### config.mk
export PLATFORM = sky130hd
export DESIGN_NAME = reg_file
export DESIGN_NICKNAME = d
export VERILOG_FILES = /design/src/rtl/reg_file_pkg.sv /design/src/rtl/reg_file_register_we.sv /design/src/rtl/reg_file.sv
export SDC_FILE = /design/constraint.sdc
export NUM_CORES = 2
export LEC_CHECK = 0
export ABC_AREA = 0
export BUFFER_PORTS_ARGS = -buffer_cell sky130_fd_sc_hd__buf_4
export CAP_MARGIN = 20
export CELL_PAD_IN_SITES_DETAIL_PLACEMENT = 0
export CELL_PAD_IN_SITES_GLOBAL_PLACEMENT = 2
export CORE_UTILIZATION = 36
export CTS_CLUSTER_DIAMETER = 200
export DETAILED_ROUTE_END_ITERATION = 6
export PLACE_DENSITY = 0.77
export SLEW_MARGIN = 0
export SYNTH_ARGS = -nofsm -noshare
export SYNTH_HDL_FRONTEND = slang
export SYNTH_SLANG_ARGS = --single-unit
### constraint.sdc
create_clock -name clk -period 3.7 [get_ports clk]
set_input_delay 0.37 -clock clk [delete_from_list [all_inputs] [get_ports clk]]
set_output_delay 0.37 -clock clk [all_outputs]
set_load 0.01 [all_outputs]
### src/rtl/reg_file_pkg.sv
// Shared register-file constants (width, address width, zero-register index)
// used by the register file, decoder and control unit.
package reg_file_pkg;

    localparam int REG_WIDTH  = 32;
    localparam int REG_ADDR_W = 5;
    localparam logic [REG_ADDR_W-1:0] REG_ZERO = 5'd0;

endpackage

### src/rtl/reg_file_register_we.sv
// WIDTH-bit rising-edge register with synchronous active-high reset and write
// enable, built from per-bit reset flops fed by a per-bit hold/load mux.
module register_we
    import reg_file_pkg::*;
#(
    parameter int WIDTH = REG_WIDTH
) (
    input  logic             clk,
    input  logic             rst,
    input  logic             we_i,
    input  logic [WIDTH-1:0] d_i,
    output logic [WIDTH-1:0] q_o
);

    logic [WIDTH-1:0] bits_q;
    logic [WIDTH-1:0] bits_d;

    for (genvar b = 0; b < WIDTH; b++) begin : g_dffr
        assign bits_d[b] = we_i ? d_i[b] : bits_q[b];

        always_ff @(posedge clk) begin
            if (rst) begin
                bits_q[b] <= 1'b0;
            end else begin
                bits_q[b] <= bits_d[b];
            end
        end
    end

    assign q_o = bits_q;

endmodule

### src/rtl/reg_file.sv
// Architectural register file: 2^ADDR_W x WIDTH, entry 0 reads zero, two async
// read ports, one sync write port. Define REGFILE_BYPASS_EN for write-to-read forwarding.
module reg_file
    import reg_file_pkg::*;
#(
    parameter int WIDTH  = REG_WIDTH,
    parameter int ADDR_W = REG_ADDR_W
) (
    input  logic              clk,
    input  logic              rst,
    input  logic [ADDR_W-1:0] rd_addr_a,
    output logic [WIDTH-1:0]  rd_data_a,
    input  logic [ADDR_W-1:0] rd_addr_b,
    output logic [WIDTH-1:0]  rd_data_b,
    input  logic              wr_en,
    input  logic [ADDR_W-1:0] wr_addr,
    input  logic [WIDTH-1:0]  wr_data
);

    localparam int NUM_REGS = 1 << ADDR_W;

    logic [WIDTH-1:0]    entry_q [NUM_REGS];
    logic [NUM_REGS-1:1] we_dec;

    // wr_en gates every decode term, so X on wr_addr with wr_en low cannot enable a write.
    always_comb begin
        we_dec = '0;
        for (int i = 1; i < NUM_REGS; i++) begin
            we_dec[i] = wr_en && (wr_addr == ADDR_W'(i));
        end
    end

    assign entry_q[0] = '0;

    for (genvar i = 1; i < NUM_REGS; i++) begin : g_entry
        register_we #(
            .WIDTH(WIDTH)
        ) u_reg (
            .clk  (clk),
            .rst  (rst),
            .we_i (we_dec[i]),
            .d_i  (wr_data),
            .q_o  (entry_q[i])
        );
    end

    always_comb begin
        rd_data_a = entry_q[rd_addr_a];
        rd_data_b = entry_q[rd_addr_b];
`ifdef REGFILE_BYPASS_EN
        // Forward the in-flight write; address 0 is excluded so r0 stays zero.
        if (wr_en && !rst && (wr_addr != '0) && (rd_addr_a == wr_addr)) begin
            rd_data_a = wr_data;
        end
        if (wr_en && !rst && (wr_addr != '0) && (rd_addr_b == wr_addr)) begin
            rd_data_b = wr_data;
        end
`else
`endif
    end

endmodule

==> key figures <==
Floorplanning
  – Die area: 0.141 mm²
  – Chip Width: 375 µm
  – Initial Utilization: 36.4%
  – Die Y: 375 µm
  – Top-level I/O count: 114
  – FP Rows: 136
  – Core area: 0.138 mm²

Setup path
  – Crit path largest cell delay: 0.74 ns
  – Critical Path Slowest Stage Cell: o31ai_1
  – CP Data Required Time: 3.33 ns
  – Most used cell, CP: buf_4
  – Arr. time, crit path: 2.94 ns
  – WS Path Type: in -> out
  – Worst path cell trace: buf_4 > buf_4 > buf_4 > a211oi_1 > o31ai_1 > buf_4
  – Worst Setup End Kind: output pin
  – Critical-path maximum fanout: 33
  – Critical Path Source Type: input pin
  – R2R cell count: 3

Layout
  – Commonest non-fill, non-tap cells in the layout: nand2_1, a21oi_1, dfxtp_1, mux4_2, buf_4
  – Area Growth Syn to Fin: 15.1%
  – Max reg flops: 992
  – Commonest non-fill, non-tap cell in the layout: nand2_1
  – Final nets: 5548
  – Fill cell count: 13500
  – Share of layout cells above drive strength 1: 20.8%
  – Non-filler instance count after layout: 7393

Timing
  – RSZ-0062 raised after global routing: no
  – Fin Hold WS: 0.0336 ns
  – Slew Limit Headroom: 19.4%
  – Setup violations, final: 0
  – Slew Limit Fails: 0
  – Final Cycle Share: 89.4%
  – Min Tclk post-route: 3.31 ns
  – Fin. Hold Viols: 0
  – Worst-Margin Slew: 1.21 ns
  – Clk_skew: 0 ns
  – Fmax: 302 MHz
  – Setup TNS: 0 ns

Pwr
  – Final Power: 24.8 mW
  – Worst vdd ir: 0.000437 V
  – Pwr dens: 429 mW/mm²
  – Leakage power: 18.9 nW

Clock network
  – CTS tree: done
  – CTS Buf Count: 116
  – Maximum clock insertion buffer count: 3
  – Root Driver: clkbuf_16
  – Clock slew at reported path FFs: 0.06 ns
  – H-tree levels: 3
  – Clock sink count: 992
  – Clk_lat worst skew: 0.76 ns
  – Resized Gates After CTS: 0

Logic synthesis
  – Net count after synthesis: 5671
  – Syn Inst Count: 5621
  – Yosys cell types: 36
  – #FFs+latches synth: 992
  – Register area share after synthesis: 39.6%
  – Post-Syn Area per Cell: 8.93 µm²
  – Yosys warning count: 0
  – Mapped Area: 0.0502 mm²

GRT
  – Vias in the first global route: 42300
  – Total GRT Usage: 31.6%
  – Largest net degree at the start of global routing: 143
  – Wire length of the first global-routing pass: 322000 µm
  – GR Overflow Total: 0
  – Initial antenna violation count: 18

Detailed routing
  – 1st-iter DRT viols: 5403
  – Vias per cell: 6.05
  – Via count: 44700
  – Routed Antenna Nets: 0
  – DR WL/cell: 30.6 µm
  – Total wire length: 226000 µm
  – DRC: 0
  – DR pass1 iterations: 6

Outcome
  – Outcome: complete, no violations

Hold path
  – Hold Path Stages: 3
  – Hold Crit Class: in -> reg

Placement
  – DP HPWL: 139000 µm
  – IO buf count: 113
  – Global placement routability congestion: 0.894
  – Total placed cells including tap cells: 7145

Job
  – Max Cap Viol: 0
==> logic make-up (layout without fill, tap and decap cells) <==
logic type / count (synthesis) / count (layout) / share of synthesized area (%)
flip-flops: 992 / 992 / 39.6
AO/OA/AOI/OAI: 1248 / 1248 / 13.8
other: 0 / 3 / 0
multiplexers: 672 / 672 / 25.6
buffers and inverters: 601 / 576 / 4.78
AND/OR/NAND/NOR: 2108 / 2108 / 16.3
==> report_power, final <==
part | switching (mW) | internal [mW] | total, mW
clock network | 5.10 | 6.84 | 11.9
logic | 1.36 | 0.632 | 1.99
registers | 0.0630 | 10.8 | 10.8
total | 6.52 | 18.2 | 24.8
==> layout make-up <==
class                   instances  area (µm²)  share of cell area [%]
clock buffers                 174        3390                    5.87
repair buffers                359        3500                    6.06
diodes                          3        7.51                  0.0130
multi-input cells            4028       28200                    48.8
clock inverters                42         542                   0.938
inverters                       1        3.75                 0.00650
flip-flops and latches        992       19900                    34.4
well taps                    1794        2240                    3.89
==> cell usage after synthesis, drive strengths merged <==
library cell,instances,area share [%]
and4b,3,0.060
nor2b,6,0.075
mux2,96,2.2
mux4,480,22
nand4,1,0.012
clkbuf,457,3.4
o21ai,32,0.32
nor4bb,2,0.040
or2,3,0.037
and4bb,2,0.050
a22o,128,2.2
nand3,1,0.010
and3b,2,0.035
and2,41,0.51
mux2i,96,1.9
a211oi,32,0.48
nor4b,1,0.017
and3,1,0.012
nor3,3,0.030
nor2,21,0.16
dfxtp,992,40
o31ai,32,0.48
inv,1,0.0075
nand2,2011,15
nand4b,3,0.052
buf,143,1.3
nand3b,2,0.030
nand2b,3,0.037
nand4bb,2,0.045
o22ai,32,0.40
a21oi,992,9.9
==> stage by stage <==
| step | setup WS, ns | cell area (µm²) | utilization [%] |
|---|---|---|---|
| finish | 0.392 | 57800 | 41.9 |
| detailed placement | 0.393 | 53500 | 38.8 |
| global route | 0.259 | 57800 | 41.9 |
| global placement | 0.292 | 53500 | 38.8 |
| CTS | 0.376 | 57700 | 41.9 |
| floorplan | 1.00 | 50200 | - |
==> critical path, delay by kind of cell <==
| family | cells | cell delay (ns) |
|---|---|---|
| buffers and inverters | 4 | 1.67 |
| AO/OA/AOI/OAI | 2 | 0.85 |
==> metal layers <==
layer  track usage [%]  wire [µm]
met1              43.5      93600
met2              48.8     102000
met3              5.95      21700
met4              12.7       9230
met5                 0         82
==> path summary, 6_finish.rpt <==
| check | start | end | slack (ns) |
|---|---|---|---|
| setup reg to reg | g_entry[14].u_reg.q_o[13] | g_entry[14].u_reg.q_o[13] | 2.51 |
| hold reg to reg | g_entry[18].u_reg.q_o[30] | g_entry[18].u_reg.q_o[30] | 0.47 |
| hold / removal | wr_data[0] | g_entry[20].u_reg.q_o[0] | 0.03 |
| setup / recovery | rd_addr_a[3] | rd_data_a[10] | 0.39 |
==> what timing repair did <==
action / CTS / global route
setup buffers: 0 / 0
endpoints found under the hold margin: 528 / 0
hold buffers: 29 / 0
No activity file was read; power rests on OpenSTA's default activity.
